--- src/rtl/pixel_dither_stream.sv ---
// rtl/pixel_dither_stream.sv - streaming colour-depth reducer (truncate/round/Bayer/error diffusion)
module pixel_dither_stream #(
    parameter int IN_W     = 8,
    parameter int OUT_W    = 4,
    parameter int CHANNELS = 3
) (
    input  logic                      clk,
    input  logic                      rst_n,
    input  logic [1:0]                mode,
    input  logic                      in_valid,
    output logic                      in_ready,
    input  logic [CHANNELS*IN_W-1:0]  in_data,
    input  logic                      in_sof,
    input  logic                      in_eol,
    output logic                      out_valid,
    input  logic                      out_ready,
    output logic [CHANNELS*OUT_W-1:0] out_data,
    output logic                      out_sof,
    output logic                      out_eol
);
    localparam int D = IN_W - OUT_W;
    localparam logic [IN_W-1:0] MAX = '1;

    logic [1:0]              mode_q;
    logic [1:0]              x_q;
    logic [1:0]              y_q;
    logic [CHANNELS*D-1:0]   err_q;

    logic                    accept;
    logic [1:0]              mode_eff;
    logic [1:0]              x_eff;
    logic [1:0]              y_eff;
    logic [CHANNELS*D-1:0]   err_eff;
    logic [3:0]              bay;
    logic [D-1:0]            off;
    logic [IN_W-1:0]         in_ch;
    logic [IN_W:0]           addend;
    logic [IN_W:0]           sum;
    logic [IN_W-1:0]         sat;
    logic [CHANNELS*OUT_W-1:0] pix_nxt;
    logic [CHANNELS*D-1:0]   err_nxt;

    function automatic logic [3:0] bayer(input logic [1:0] yy, input logic [1:0] xx);
        logic [3:0] v;
        case ({yy, xx})
            4'h0: v = 4'd0;   4'h1: v = 4'd8;   4'h2: v = 4'd2;   4'h3: v = 4'd10;
            4'h4: v = 4'd12;  4'h5: v = 4'd4;   4'h6: v = 4'd14;  4'h7: v = 4'd6;
            4'h8: v = 4'd3;   4'h9: v = 4'd11;  4'hA: v = 4'd1;   4'hB: v = 4'd9;
            4'hC: v = 4'd15;  4'hD: v = 4'd7;   4'hE: v = 4'd13;  default: v = 4'd5;
        endcase
        return v;
    endfunction

    assign in_ready = !out_valid || out_ready;
    assign accept   = in_valid && in_ready;

    always_comb begin
        mode_eff = in_sof ? mode : mode_q;
        x_eff    = in_sof ? 2'd0 : x_q;
        y_eff    = in_sof ? 2'd0 : y_q;
        err_eff  = in_sof ? '0 : err_q;
        bay      = bayer(y_eff, x_eff);
        // Scaling the 4-bit threshold to D bits works for D above or below 4.
        off      = D'({bay, {D{1'b0}}} >> 4);
        in_ch    = '0;
        addend   = '0;
        sum      = '0;
        sat      = '0;
        pix_nxt  = '0;
        err_nxt  = '0;
        for (int k = 0; k < CHANNELS; k++) begin
            in_ch = in_data[k*IN_W +: IN_W];
            case (mode_eff)
                2'd0:    addend = '0;
                2'd1:    addend = (IN_W+1)'(1) << (D-1);
                2'd2:    addend = (IN_W+1)'(off);
                default: addend = (IN_W+1)'(err_eff[k*D +: D]);
            endcase
            sum = {1'b0, in_ch} + addend;
            sat = sum[IN_W] ? MAX : sum[IN_W-1:0];
            pix_nxt[k*OUT_W +: OUT_W] = sat[IN_W-1:D];
            err_nxt[k*D +: D]         = sat[D-1:0];
        end
    end

    always_ff @(posedge clk or negedge rst_n) begin
        if (!rst_n) begin
            mode_q <= 2'd0;
            x_q    <= 2'd0;
            y_q    <= 2'd0;
            err_q  <= '0;
        end else if (accept) begin
            mode_q <= mode_eff;
            if (in_eol) begin
                x_q   <= 2'd0;
                y_q   <= y_eff + 2'd1;
                err_q <= '0;
            end else begin
                x_q   <= x_eff + 2'd1;
                y_q   <= y_eff;
                err_q <= (mode_eff == 2'd3) ? err_nxt : '0;
            end
        end
    end

    always_ff @(posedge clk or negedge rst_n) begin
        if (!rst_n) begin
            out_valid <= 1'b0;
            out_data  <= '0;
            out_sof   <= 1'b0;
            out_eol   <= 1'b0;
        end else if (accept) begin
            out_valid <= 1'b1;
            out_data  <= pix_nxt;
            out_sof   <= in_sof;
            out_eol   <= in_eol;
        end else if (out_ready) begin
            out_valid <= 1'b0;
        end
    end
endmodule

--- config.mk ---
export PLATFORM = sky130hd
export DESIGN_NAME = pixel_dither_stream
export DESIGN_NICKNAME = d
export VERILOG_FILES = /design/src/rtl/pixel_dither_stream.sv
export SDC_FILE = /design/constraint.sdc
export NUM_CORES = 1
export LEC_CHECK = 0
export BUFFER_PORTS_ARGS = -buffer_cell sky130_fd_sc_hd__buf_2
export CAP_MARGIN = 10
export CORE_ASPECT_RATIO = 2
export CORE_MARGIN = 2
export CORE_UTILIZATION = 40
export CTS_CLUSTER_DIAMETER = 200
export DETAILED_ROUTE_END_ITERATION = 10
export MAX_ROUTING_LAYER = met4
export SYNTH_ARGS = -nofsm -noshare
export SYNTH_HDL_FRONTEND = slang
export SYNTH_SLANG_ARGS = --single-unit
--- constraint.sdc ---
create_clock -name clk -period 3.6 [get_ports clk]
set_input_delay 0.18 -clock clk [delete_from_list [all_inputs] [get_ports clk]]
set_output_delay 0.18 -clock clk [all_outputs]
set_load 0.03 [all_outputs]
# Word-level counts from Yosys, hierarchy flattened
# Memory sizes are Yosys's and may differ from the RTL's.
# Cells that the tools add are included.
# classes
n_reduce_logical	5
n_bitwise	0
eq_ne	3
n_lt_le_gt_ge	0
div_mod_pow	0
multipliers	0
n_shift	0
add_sub_neg	5
n_mux	16
# op_table
op	count
two-way mux 12 bit	3
case mux 4 bit (3 select lines)	3
adder 8 x 9 -> 9 bit	3
two-way mux 8 bit	3
two-way mux 2 bit	5
adder 2 x 1 -> 2 bit, second input constant	2
== test 2 bit, second input constant	2
== test 2 x 1 -> 1 bit, second input constant	1
zero test 2 bit	1
two-way mux 1 bit	2
nonzero test 2 bit	1
logical AND 1 bit	1
zero test 1 bit	1
logical OR 1 bit	1
# totals
word_cells	38
ff_bits	33
romBits	64
ramBits	0
output_inout_bits	16
input_bits	32
mem_count	1
latchBits	0
# mem_list
name	words	word_bits	rd	rd_ports_with_merged_regs	wr	line_no	source
(name not given)	16	4	1	0	0	45	case ({yy, xx})

# Longest topological paths before layout
# Gate-level depths: netlist (run 1).
# depth
word_depth	7
mapped_depth	11

# Worst setup path after synthesis (run 1)
# OpenSTA, ideal clock, no wires.
# synth_path
kind	register to register
start	reg mode_q[0]
end	reg out_data[3]
setup_time_ps	126
t_required_ps	3474
path_stages_with_launch	11
setup_slack_ps	1187
synth_period_minus_slack_ps	2413
arrival_ps	2287
path_cell_list	dfrtp_1 > buf_4 > clkbuf_1 > nand2_1 > a21oi_1 > ha_1 > fa_1 > a21o_1 > a21oi_2 > o21ai_1 > o32a_1
# synth_via
elab_chain_len	5
elab_cells_between_ends	7
classes_between	add/sub (1); eq/ne (2); mux (3); reduce/logical (1)
# synth_rtl
element	line_no	source
start, declared	24	logic [1:0] mode_q;
start signal, assigned	93	mode_q <= mode_eff;
two-way mux 2 bit *	58	mode_eff = in_sof ? mode : mode_q;
== test 2 bit, or another cell as far along	73	case (mode_eff)
case mux 4 bit (3 select lines) *	73	
adder 8 x 9 -> 9 bit *	79	sum = {1'b0, in_ch} + addend;
two-way mux 8 bit *	80	sat = sum[IN_W] ? MAX : sum[IN_W-1:0];
end signal, assigned	114	out_data <= pix_nxt;
end, declared	17	output logic [CHANNELS*OUT_W-1:0] out_data,
# Every way passes the cells marked *; elsewhere a longest branch is shown, timed or not.
# A chain may end at the register's enable or synchronous reset.

# Worst setup path after layout (run 1)
# Same ends and word-level chain as after synthesis.

==> results of run 1 <==
[kinds of logic after synthesis]
| logic type | Yosys count |
|---|---|
| AOI/OAI and AO/OA | 89 |
| xor gates and xnor gates | 8 |
| adders and majority gates | 15 |
| buffers and inverters | 20 |
| DFF | 33 |
| muxes | 5 |
| and+or+nand+nor | 82 |
[placed cells by master, fill, tap and decap left out, drive strengths merged, types with 6 or more instances in the layout]
master / n
dfrtp: 33
nand2: 35
nor2: 10
buf: 48
nand3: 9
inv: 12
a21oi: 22
o21ai: 17
o31ai: 7
a22o: 6
a211oi: 7
ha: 12
[path summary, 6_finish.rpt]
path | to | slack (ns) | depth (start not counted)
min in group clk | out_eol | 0.21 | 3
max reg2reg | out_data[3] | 0.83 | 8
min | out_data[4] | -0.02 | 1
min reg2reg | out_eol | 0.47 | 2
max | out_data[3] | 0.83 | 8
max in group asynchronous | err_q[1] | 3.14 | 1
[power groups by stage]
stage / clock network [mW] / logic (mW) / registers (mW)
2_1_floorplan: 0 / 0.243 / 0.508
3_3_place_gp: 0 / 0.385 / 0.472
3_5_place_dp: 0 / 0.393 / 0.475
4_1_cts: 0.399 / 0.396 / 0.469
5_1_grt: 0.410 / 0.438 / 0.477
6_report: 0.393 / 0.392 / 0.468
[cell type report]
type / instances / share of cell area [%]
Timing Repair Buffer: 48 / 9.02
Inverter: 12 / 1.67
Clock buffer: 5 / 4.65
Clock inverter: 1 / 0.186
Sequential cell: 33 / 30.7
Tap cell: 61 / 2.84
Multi-Input combinational cell: 199 / 50.9
[worst max-delay path, cell delays in order (launching register included)]
cell                       delay (ns)
sky130_fd_sc_hd__dfrtp_1         0.67
sky130_fd_sc_hd__nand2b_1        0.23
sky130_fd_sc_hd__a21oi_1         0.10
sky130_fd_sc_hd__ha_1            0.24
sky130_fd_sc_hd__fa_1            0.42
sky130_fd_sc_hd__a21o_1          0.21
sky130_fd_sc_hd__a21oi_2         0.32
sky130_fd_sc_hd__o21ai_1         0.15
sky130_fd_sc_hd__o32a_1          0.30
[state kept, by name, summed over array words and instances (netlist names)]
register	cells
err_q	12
mode_q	2
out_data	12
out_eol	1
out_sof	1
out_valid	1
x_q	2
y_q	2
[metrics by stage]
step	util (%)	worst slack [ns]
floorplan	-	1.19
global placement	45.6	0.944
detailed placement	45.6	0.839
CTS	47.9	0.829
global route	47.9	0.557
finish	47.9	0.832
[layer usage]
layer  vias up  routed length [um]  track usage [%]
met5         -                   0                -
met4         0                  93             5.12
met3         8                 221             2.33
met2        55                2850             30.9
met1       965                2450             24.8
li1       1018                   -                -
==> impl.org, run 1 <==
** Outcome
- The run finished, with violations left.
- Violated checks :: negative hold slack

** Global route
- The first global-routing pass estimated roughly 9.6 mm of wire.
- Total congestion overflow after global routing :: 0
- Entering global routing, the biggest net connects 34 pins.
- The via count of the first global-routing pass is 2076.
- Number of antenna violations at the first check in global routing :: 0
- Across every metal layer, demand over resource in global routing totals 19.0%.

** Synthesis
- Compound-cell area share of the yosys netlist :: a little over a quarter
- Post-synth EDFFs :: 0
- Top FF cell, synth :: sky130_fd_sc_hd__dfrtp_1
- Synth area leader :: sky130_fd_sc_hd__dfrtp_1
- Combinational family with the most area after synthesis :: compound AO/OA/AOI/OAI gates
- Xor/xnor cell area share of the yosys netlist :: 3.06%
- The synthesized netlist occupies a cell area of between 2000 and 2500 um^2.
- In the synthesized netlist, the cells that appear most often are sky130_fd_sc_hd__nand2_1, sky130_fd_sc_hd__dfrtp_1, sky130_fd_sc_hd__a21oi_1.
- Avg Cell Area, Syn :: roughly 9.1 um^2
- Summing the sequential cell areas from Yosys gives around 36% of the chip area.
- After synthesis the netlist holds a flip-flop and latch count of 33.
- Fraction of the mapped netlist area in adder cells :: a little under a tenth
- After synthesis, the largest area contributor takes up between 30 and 40% of total cell area.
- Among all cell types in the netlist, the one instantiated most often is sky130_fd_sc_hd__nand2_1.
- Synthesis handed over a netlist of 252 instances.
- Largest cells by area after synthesis :: sky130_fd_sc_hd__dfrtp_1, sky130_fd_sc_hd__ha_1, sky130_fd_sc_hd__nand2_1
- Of the total synthesized cell area, the portion taken by AND, OR, NAND and NOR gates is a little under a fifth.
- Count of different cell masters after synthesis :: 55
- Yosys printed 0 warnings.
- FFs w/ async S/R, synth :: between 90% and 100%
- Synthesized netlist net count :: ~300
- Multiplexer cells account for 2.30% of the synthesized area.

** Timing
- Setup repair after global routing missed its margin :: false
- The number of max-slew violations in the final report came to 0.
- After routing, the total negative slack on setup checks comes to 0 ns.
- The final hold violation count came to 33.
- Portion of the clock cycle consumed by the worst path in the final layout :: between 70% and 80%
- Measured against its own limit, the worst slew margin works out to ~49%.
- Based on the critical path, the design can be clocked at up to about 360 MHz.
- Slew at the pin closest to its max-slew limit :: roughly 0.76 ns
- Total setup violations reported at the end of the flow :: 0
- Hold slack final :: -0.0188 ns
- Between clock sinks in the finished design, the worst skew comes to ~0.0038 ns.
- Min cycle time layout :: approximately 2.8 ns

** Detailed routing
- Final antenna-violating net count :: 0
- Drt first-iter violations :: a little under 60
- Vias per std cell :: between 5 and 6
- For this block, the routed nets add up to 5.61 mm of wire.
- Dividing the detail-routed wire length by the instance count gives roughly 16 um.
- For this run, design rule violations remaining after detail routing come to 0.
- The routed layout has a little over 2000 vias.
- For this run, the detailed router's first-pass iteration total came to 4.

** Clock tree
- TritonCTS built the clock tree.
- For this design, the CTS-stage hold fixing added 0 buffers.
- CTS built an H-tree with a depth of 2.
- After clock tree synthesis, the repair step resized 0 gates.
- Clk pin slew, worst setup/hold paths :: approximately 0.05 ns
- Buffers added to address setup during post-CTS repair amount to 0.
- Clock tree synthesis found a total of 33 sinks.
- The tree is rooted in a sky130_fd_sc_hd__clkbuf_16.
- Counting the buffers created by CTS gives 5.
- The clock reaches the later pin of the worst-skew pair after 0.27 ns.
- Clk buf depth :: 2

** Worst setup path
- CP startpoint :: mode_q[0]
- Crit. End Element :: register
- Worst Path Max Fanout :: 19
- The startpoint identified for the worst register-to-register timing path is mode_q[0].
- Data arrives at the worst endpoint at roughly 2.9 ns.
- The critical path is of the register to register type.
- Data on the critical path is required at its endpoint by 3.75 ns.
- The worst setup path is launched from a register.

** Run
- Maximum Capacitance Violations :: 0

** Cells and area
- Cells with a size suffix above 1 make up roughly 23% of the layout.
- Flip-flop and latch area :: 826 um^2
- After filler insertion, the fill cell instance count of the layout stands at 548.
- Area occupied by multi-input gates :: between 1000 and 1500 um^2
- The count of cells in the finished layout, fillers not included, comes to around 360.
- For this run, the post-layout net count is 346.
- Once layout is done, the placed cells without fillers occupy between 2000 and 3000 um^2.
- Antenna fix cells :: 0
- Post-synthesis to final-layout area growth :: 17.6%

** Power and ir drop
- Per report_power, the clock group accounts for around 31% of the total.
- Dividing total power by cell area gives a power density of 466 nW/um^2.
- Lkg Pwr :: approximately 1.3 nW
- Share of power burned in combinational logic :: between 30 and 40%
- The share of total power dissipated in sequential elements is between 30% and 40%.
- The internal power of the cells totals just over 0.8 mW.
- Peak supply drop :: ~380 uV
- Overall power :: ~1.3 mW
- The analysis attributes to net switching a power of ~0.43 mW.
- In this run switching power makes up 34.4% of total power.

** Worst hold path
- Hold WC Path Type :: primary input to async pin

** Floorplan
- The die covers 6380 um^2.
- Initial standard-cell utilization of the core :: roughly two fifths
- Area of the core region :: between 5000 and 6000 um^2
- The floorplan step set the die width to 57.5 um.
- Floorplan row count :: 39
- I/O pin count :: 48
- The floorplan step set the die height to between 100 and 150 um.

** Placement
- In this run, placement finished with an instance count of between 300 and 400.
- Buffers placed on the I/O ports in this run total 47.
- Final weighted congestion in routability-driven placement :: approximately 0.85
- The wire-length estimate of the detail-placed layout is between 4 and 5 mm.
- Placed cell areas :: 2560 um^2
Power figures use the tool's default switching activity.
==> run 2, diff against run 1 <==
--- a/config.mk
+++ b/config.mk
@@ -5,6 +5,7 @@
 export SDC_FILE = /design/constraint.sdc
 export NUM_CORES = 1
 export LEC_CHECK = 0
+export ABC_AREA = 1
 export BUFFER_PORTS_ARGS = -buffer_cell sky130_fd_sc_hd__buf_2
 export CAP_MARGIN = 10
 export CORE_ASPECT_RATIO = 2
==> constraint.sdc (replaced) <==
create_clock -name clk -period 2.2 [get_ports clk]
set_input_delay 0.11 -clock clk [delete_from_list [all_inputs] [get_ports clk]]
set_output_delay 0.11 -clock clk [all_outputs]
set_load 0.03 [all_outputs]
==> impl.org, run 2 <==
** Outcome
- Outcome :: complete, no violations

** Timing
- Setup repair after global routing could not meet its margin everywhere.
- The final number of setup-violating endpoints was 0 (unchanged).
- The final critical-path required period is 2.15 ns (-0.621 ns).
- The number of max-slew violations in the final report is 0 (unchanged).
- Number of hold violations in the final report :: 0 (-100%)
- The relative max-transition margin was 50.5% (+1.2 points).
- The worst-margin pin slew came to 0.742 ns (-0.0184 ns).
- Peak clock frequency supported by timing :: 466 MHz (+29%)
- Worst Clk Skew :: 0.00769 ns (+0.00386 ns)
- Hold slack final :: 0.0313 ns (+0.0501 ns)
- Portion of the clock cycle consumed by the worst path in the final layout :: 97.6% (+21 points)
- The final sum of negative setup slack came to 0 ns (unchanged).

** Synthesis
- Avg Cell Area, Syn :: 6.96 um^2 (-23%)
- Synth warn :: 0 (unchanged)
- Count leader, synth :: sky130_fd_sc_hd__nand2_1
- Fraction of post-synthesis cell area in the top cell type by area :: 35.4% (-0.70 points)
- Synth area leader :: sky130_fd_sc_hd__dfrtp_1
- After synthesis, the largest family of logic cells by area is simple AND/OR/NAND/NOR gates.
- Count of different cell masters after synthesis :: 29 (-47%)
- Xor/xnor cell area share of the yosys netlist :: 1.88% (-1.2 points)
- The post-synthesis simple-gate area fraction came to 33.3% (+15 points).
- The post-synth design cell area is 2330 um^2 (+2.0%).
- The share of flip-flops with an asynchronous set or reset is 100% (unchanged).
- The share of synthesized area occupied by flip-flops and latches is 35.4% (-0.70 points).
- Top FF cell, synth :: sky130_fd_sc_hd__dfrtp_1
- Multiplexer share of the synthesized area :: 0% (-2.3 points)
- Ranked by total cell area, the synthesized netlist is headed by sky130_fd_sc_hd__dfrtp_1, sky130_fd_sc_hd__nand2_1, sky130_fd_sc_hd__inv_1.
- The adder-cell share of the synthesized area came to 9.01% (-0.18 points).
- Top post-synthesis cells by count :: sky130_fd_sc_hd__nand2_1, sky130_fd_sc_hd__inv_1, sky130_fd_sc_hd__dfrtp_1
- The synthesized net count was 382 (+28%).
- Compound-cell area share of the yosys netlist :: 12.0% (-15 points)
- The number of instances in the synthesized netlist is 335 (+33%).
- The count of flip-flops with a built-in enable after synthesis came to 0 (unchanged).
- The flip-flop and latch count after synthesis was 33 (unchanged).

** Cells and area
- The cell area after layout was 3240 um^2 (+20%).
- The filler cell count was 580 (+5.8%).
- The number of nets in the final layout is 458 (+32%).
- Largest registers ranked by flip-flop count :: err_q (12), out_data (12)
- The library cell used most frequently in the layout, excluding fill and tap cells, is sky130_fd_sc_hd__nand2_1.
- The total area of sequential cells was 826 um^2 (unchanged).
- Final cell count without fillers :: 473 (+32%)
- The count of inserted antenna diode cells is 0 (unchanged).
- Fraction of final layout cells sized beyond drive strength 1 :: 34.2% (+11 points)
- Area occupied by multi-input gates :: 1540 um^2 (+12%)
- From synthesis to final layout, the design area changed by 38.9%.
- In the layout the commonest cells are sky130_fd_sc_hd__nand2_1, sky130_fd_sc_hd__buf_2, sky130_fd_sc_hd__inv_1.
- Final core utilization :: 57.3% (+9.3 points)

** Worst setup path
- The data required time at the worst endpoint was 2.37 ns (-1.38 ns).
- The signal arrival time at the worst endpoint came to 2.32 ns (-0.60 ns).
- Category of the most critical setup path :: register to register
- The worst setup path is launched from a register.
- The worst setup path is captured at a register.
- Worst Path Max Fanout :: 3 (-16)

** Placement
- The number of placed cells counting well taps came to 459 (+30%).
- The count of input and output buffers is 47 (unchanged).
- The routability congestion estimate came to 0.875 (+3.4%).
- The post-detailed-placement cell area was 2780 um^2 (+8.7%).
- The placed wire-length estimate came to 4.44 mm (+3.4%).

** Detailed routing
- Routed Wire Length :: 6.13 mm (+9.2%)
- Vias per std cell :: 5.06 (-11%)
- The number of design rule violations left after detail routing was 0 (unchanged).
- The detailed-route via count was 2393 (+17%).
- The routed length per placed instance is 13.0 um (-17%).
- Detailed-router iteration count before antenna repair :: 6 (+2)
- The residual antenna-violating net count after detailed routing was 0 (unchanged).
- Drt first-iter violations :: 99 (+71%)

** Floorplan
- The number of ports placed on the die boundary is 48 (unchanged).
- Floorplan row count :: 39 (unchanged)
- Initial standard-cell utilization of the core :: 41.2% (+0.44 points)
- Die extent in x :: 58.0 um (+0.91%)
- Die Y-Extent :: 112 um (+0.94%)
- The area of the placeable core was 5660 um^2 (+0.87%).
- Overall die area :: 6490 um^2 (+1.9%)

** Clock tree
- Clock tree from TritonCTS :: done
- The root buffer cell chosen for the clock tree is sky130_fd_sc_hd__clkbuf_16.
- The maximum level of the CTS H-tree is 2 (unchanged).
- The clock buffer count from CTS was 5 (unchanged).
- The clock latency reported for the late side of the worst-skew pair came to 0.29 ns (+0.02 ns).
- The clock-pin transition on the worst setup and hold timing paths is 0.06 ns (about the same).
- Sink count of the clock tree :: 33 (unchanged)
- Clk buf depth :: 2 (unchanged)

** Global route
- The via count of the first global-routing pass came to 2338 (+13%).
- The wire length of the first global-routing pass was 10.1 mm (+5.9%).
- Total track usage :: 20.6% (+1.5 points)
- Number of antenna violations at the first check in global routing :: 0 (unchanged)
- The pin count of the biggest net entering global routing came to 34 (unchanged).
- Total congestion overflow after global routing :: 0 (unchanged)

** Power and ir drop
- The clock power share was 35.0% (+3.7 points).
- The register share of total power is 30.6% (-6.7 points).
- Switching power :: 0.813 mW (+89%)
- Share of power burned in combinational logic :: 34.5% (+3.2 points)
- Peak supply drop :: 728 uV (+91%)
- The internal power summed over all cells is 1.59 mW (+94%).
- The net switching fraction of the power came to 33.8% (-0.57 points).
- The total power density per cell area was 742 nW/um^2 (+59%).
- The static leakage power was 1.76 nW (+38%).

** Run
- Maximum Capacitance Violations :: 0 (unchanged)

** Worst hold path
- In this run the worst hold path is classified as primary input to register.
## run 2: per-stage QoR
step | power (mW) | worst slack (ns)
final | 2.40 | 0.0535
after global routing | 2.54 | -0.0546
after CTS | 2.32 | 0.00231
after detailed placement | 1.44 | -0.190
after global placement | 1.43 | -0.105
after floorplan | 1.19 | 0.00517
## run 2: path summary, 6_finish.rpt
| kind | depth (start not counted) | slack [ns] | end | startpoint |
|---|---|---|---|---|
| worst max-delay path | 14 | 0.05 | out_data[7] | mode_q[1] |
| worst max register to register | 14 | 0.05 | out_data[7] | mode_q[1] |
| max in group asynchronous | 2 | 1.29 | out_data[1] | rst_n |
| worst min-delay path | 3 | 0.03 | out_valid | in_valid |
| worst min register to register | 2 | 0.47 | out_sof | out_sof |
| min in group asynchronous | 2 | 0.43 | x_q[0] | rst_n |
## run 2: critical path, stage by stage, from the launching register on
cell and delay, ns:
sky130_fd_sc_hd__dfrtp_1 0.39, sky130_fd_sc_hd__inv_2 0.08, sky130_fd_sc_hd__o21ai_4 0.06, sky130_fd_sc_hd__nand2_4 0.09, sky130_fd_sc_hd__inv_4 0.04, sky130_fd_sc_hd__a31oi_4 0.17
sky130_fd_sc_hd__nor2_1 0.08, sky130_fd_sc_hd__ha_2 0.19, sky130_fd_sc_hd__fa_2 0.35, sky130_fd_sc_hd__nand3_2 0.08, sky130_fd_sc_hd__nand2_2 0.08, sky130_fd_sc_hd__a21oi_1 0.17
sky130_fd_sc_hd__nand3_1 0.14, sky130_fd_sc_hd__nand2_1 0.08, sky130_fd_sc_hd__inv_1 0.04
## run 2: power groups by stage
stage	Clock, mW	Combinational, mW	Sequential [mW]
2_1_floorplan	0	0.366	0.822
3_3_place_gp	0	0.694	0.741
3_5_place_dp	0	0.701	0.744
4_1_cts	0.849	0.736	0.737
5_1_grt	0.868	0.926	0.747
6_report	0.840	0.829	0.735
## run 2: timing repair
item,4_1_cts,5_1_grt
resized for setup,20,44
hold buffers,1,0
pin swaps,6,21
endpoints found under the hold margin,33,0
setup buffers,1,4
setup endpoints to repair,23,23
## run 2: metal layers
metal | vias up | share of wire (%) | wire length (um) | global-route usage, %
li1 | 1219 | - | - | -
met1 | 1111 | 38 | 2360 | 21.3
met2 | 51 | 55 | 3400 | 36.3
met3 | 12 | 3.3 | 205 | 3.37
met4 | 0 | 2.7 | 166 | 9.92
met5 | - | 0 | 0 | -
## run 2: kinds of logic after synthesis
group           count (synthesis)
fa+ha+maj                      15
buf+inv                        49
xor+xnor                        5
simple gates                  187
flops                          33
compound gates                 46
## run 2: cell type report
class	count	share of cell area (%)
clock buffer	6	4.29
clock inverter	2	1.16
sequential	33	25.5
multi-input combinational	253	47.4
tap	61	2.36
timing repair buffer	75	14.2
inverter	43	5.14
==> run 3, diff against run 2 <==
--- a/config.mk
+++ b/config.mk
@@ -6,12 +6,13 @@
 export NUM_CORES = 1
 export LEC_CHECK = 0
 export ABC_AREA = 1
-export BUFFER_PORTS_ARGS = -buffer_cell sky130_fd_sc_hd__buf_2
+export BUFFER_PORTS_ARGS = -buffer_cell sky130_fd_sc_hd__buf_4
 export CAP_MARGIN = 10
 export CORE_ASPECT_RATIO = 2
 export CORE_MARGIN = 2
 export CORE_UTILIZATION = 40
 export CTS_CLUSTER_DIAMETER = 200
+export CTS_CLUSTER_SIZE = 14
 export DETAILED_ROUTE_END_ITERATION = 10
 export MAX_ROUTING_LAYER = met4
 export SYNTH_ARGS = -nofsm -noshare
==> impl.org, run 3 (synthesis results as in run 2) <==
** Outcome
- The run finished with clean final reports.

** Worst setup path
- Required time of the worst setup path :: 2.39 ns (+0.02 ns)
- Start of the worst register-to-register path :: mode_q[1]
- The largest stage delay on the critical path is 0.41 ns (+0.02 ns).
- The worst setup path is of the register to register kind.
- Worst Path Max Fanout :: 3 (unchanged)
- Traced cell by cell, the critical path runs through inv_2, o21ai_4, nand2_4, inv_4, a31oi_4, nor2_2, ha_2, fa_2, nand3_2, nand2_2, a21oi_1, nand3_1, nand2_1, inv_1.
- Minimum setup slack among reg-to-reg paths :: 0.03 ns (-0.02 ns)
- The endpoint identified for the worst register-to-register timing path is out_data[7].
- Crit. End Element :: register
- Crit path DAT :: 2.36 ns (+0.04 ns)
- Element type at the critical path start :: register
- Slowest library cell on the worst path :: sky130_fd_sc_hd__fa_2
- Crit path max-delay family :: adder cells
- Total buffers and inverters traversed by the critical path :: 3 (unchanged)
- The count of cells along the worst register-to-register path is 14 (unchanged).

** Worst hold path
- Hold path start :: in_valid
- Worst min-delay path endpoint :: out_valid
- The worst hold path belongs to the class primary input to register.
- The number of cells on the worst hold path came to 3 (unchanged).

** Floorplan
- Die Y-Extent :: 112 um (unchanged)
- The number of ports placed on the die boundary is 48 (unchanged).
- The area of the placeable core was 5660 um^2 (unchanged).
- The horizontal die dimension was 58.0 um (unchanged).
- Overall die area :: 6490 um^2 (unchanged)
- The initial core utilization was 41.2% (unchanged).
- Floorplan row count :: 39 (unchanged)

** Detailed routing
- The length of the first detailed-routing pass in iterations was 4 (-2).
- Wire length per cell after detailed routing :: 12.7 um (-2.1%)
- Final antenna-violating net count :: 0 (unchanged)
- The DRC violation total after the first TritonRoute iteration was 94 (-5.1%).
- Remaining routing DRC violations :: 0 (unchanged)
- Vias post-DR :: 2353 (-1.7%)
- The overall routed net length came to 5.94 mm (-3.1%).
- Vias per std cell :: 5.03 (-0.62%)

** Timing
- The maximum clock rate came to 461 MHz (-1.1%).
- Hold slack final :: 0.0244 ns (-0.00692 ns)
- The share of the clock period used by the worst path after layout came to 98.6% (+1.1 points).
- Slew margin rel. :: 68.7% (+18 points)
- The clock skew after layout came to 0.00723 ns (-0.000453 ns).
- Slew at the pin closest to its max-slew limit :: 0.469 ns (-0.273 ns)
- Final number of max-transition violations :: 0 (unchanged)
- Min cycle time layout :: 2.17 ns (+0.0238 ns)
- Total negative slack :: 0 ns (unchanged)
- Total setup violations reported at the end of the flow :: 0 (unchanged)
- The final hold violation count came to 0 (unchanged).
- Setup repair after global routing missed its margin :: true

** Cells and area
- The layout-stage area growth over the synthesis result was 38.9% (unchanged).
- Leading cell types in the layout, fill and taps excluded :: sky130_fd_sc_hd__nand2_1, sky130_fd_sc_hd__buf_4, sky130_fd_sc_hd__inv_1
- Largest registers ranked by flip-flop count :: err_q (12), out_data (12)
- Fraction of final layout cells sized beyond drive strength 1 :: 31.9% (-2.3 points)
- Leaving out fill and tap cells, the most frequent cell in the layout is sky130_fd_sc_hd__nand2_1.
- Antenna fix cells :: 0 (unchanged)
- The number of non-filler instances in the completed layout came to 468 (-1.1%).
- The number of nets in the final layout is 453 (-1.1%).

** Clock tree
- The clock-pin transition on the worst setup and hold timing paths is 0.06 ns (about the same).
- H-tree levels :: 2 (unchanged)
- Clock tree from TritonCTS :: done
- The clock sink count is 33 (unchanged).
- The cell sitting at the root of the clock tree is a sky130_fd_sc_hd__clkbuf_16.
- The maximum buffer depth of the clock tree was 2 (unchanged).
- Total clock buffers created by CTS :: 5 (unchanged)
- Clock latency of the later-clocked register in the worst-skew pair :: 0.29 ns (about the same)

** Placement
- The count of input and output buffers was 47 (unchanged).
- Final weighted congestion in routability-driven placement :: 0.846 (-3.4%)
- The number of placed cells counting well taps came to 456 (-0.65%).
- Hpwl dp :: 4.42 mm (-0.54%)

** Global route
- The number of antenna violations at the first check in global routing is 0 (unchanged).
- Total congestion overflow after global routing :: 0 (unchanged)
- Via count of the first global-routing pass :: 2417 (+3.4%)
- Routing usage on met1 :: 21.2% (-0.069 points)
- GR Util met3 :: 3.83% (+0.46 points)
- The combined global-route utilization of all metal layers was 20.8% (+0.26 points).
- The pin count of the biggest net entering global routing is 34 (unchanged).
- First-pass GRT wire length :: 10.2 mm (+0.68%)
- The global-route track usage on met2 is 36.5% (+0.23 points).
- The global routing stage identified its most utilized layer as met2.

** Power and ir drop
- The total power density per cell area came to 713 nW/um^2 (-3.9%).
- Peak supply drop :: 699 uV (-4.0%)
- Lkg Pwr :: 1.79 nW (+1.4%)

** Run
- The number of max-capacitance violations reported came to 0 (unchanged).
run 3: cell types whose count changed in the layout (fill, tap and decap cells not counted), sizes merged:
cell and change:
buf -5, bufinv -1, clkbuf +1, clkinv +1, clkinvlp -1
run 3: metal layers:
metal	wire length, um	part of all wire, %
met2	3290	55
met4	196	3.3
met5	0	0
met1	2250	38
met3	195	3.3
run 3: power breakdown:
group | total [mW] | switching, mW | internal (mW)
logic | 0.823 | 0.472 | 0.351
registers | 0.739 | 0.0538 | 0.686
clock network | 0.749 | 0.269 | 0.479
run 3: stage by stage:
stage                     cell area (um^2)  setup WS, ns  utilization (%)  power (mW)
final                                 3240        0.0297             57.3        2.31
after global routing                  3240        -0.125             57.3        2.46
after CTS                             3100       0.00175             54.8        2.27
after detailed placement              2880        -0.171             50.8        1.48
after global placement                2880        -0.123             50.8        1.47
after floorplan                       2340       0.00517                -        1.19
run 3: tightest hold or removal path, stage by stage:
cell and delay [ns]:
sky130_fd_sc_hd__buf_4 0.07, sky130_fd_sc_hd__inv_1 0.04, sky130_fd_sc_hd__nand2_1 0.05
run 3: worst max-delay path by stage:
stage,end,slack [ns],from,depth (start not counted)
2_1_floorplan,out_data[10],0.005,mode_q[0],15
3_3_place_gp,out_data[3],-0.12,mode_q[0],14
3_5_place_dp,err_q[1],-0.17,mode_q[0],13
4_1_cts,out_data[9],0.002,mode_q[0],15
5_1_grt,out_data[6],-0.13,mode_q[1],15
6_report,out_data[7],0.03,mode_q[1],14
run 3: cell type report:
cell class              count  area (um^2)
fillers                   555         2420
multi-input cells         253         1480
flip-flops and latches     33          826
repair buffers             70          536
inverters                  43          166
clock buffers               7          153
well taps                  61         76.3
clock inverters             1         5.00
run 3: what timing repair did:
action / 4_1_cts / 5_1_grt
hold buffers: 1 / 0
gates resized for setup: 20 / 34
buffers inserted: 0 / 3
pin swaps: 7 / 13
setup endpoints to repair: 23 / 24
hold endpoints to repair: 33 / 0
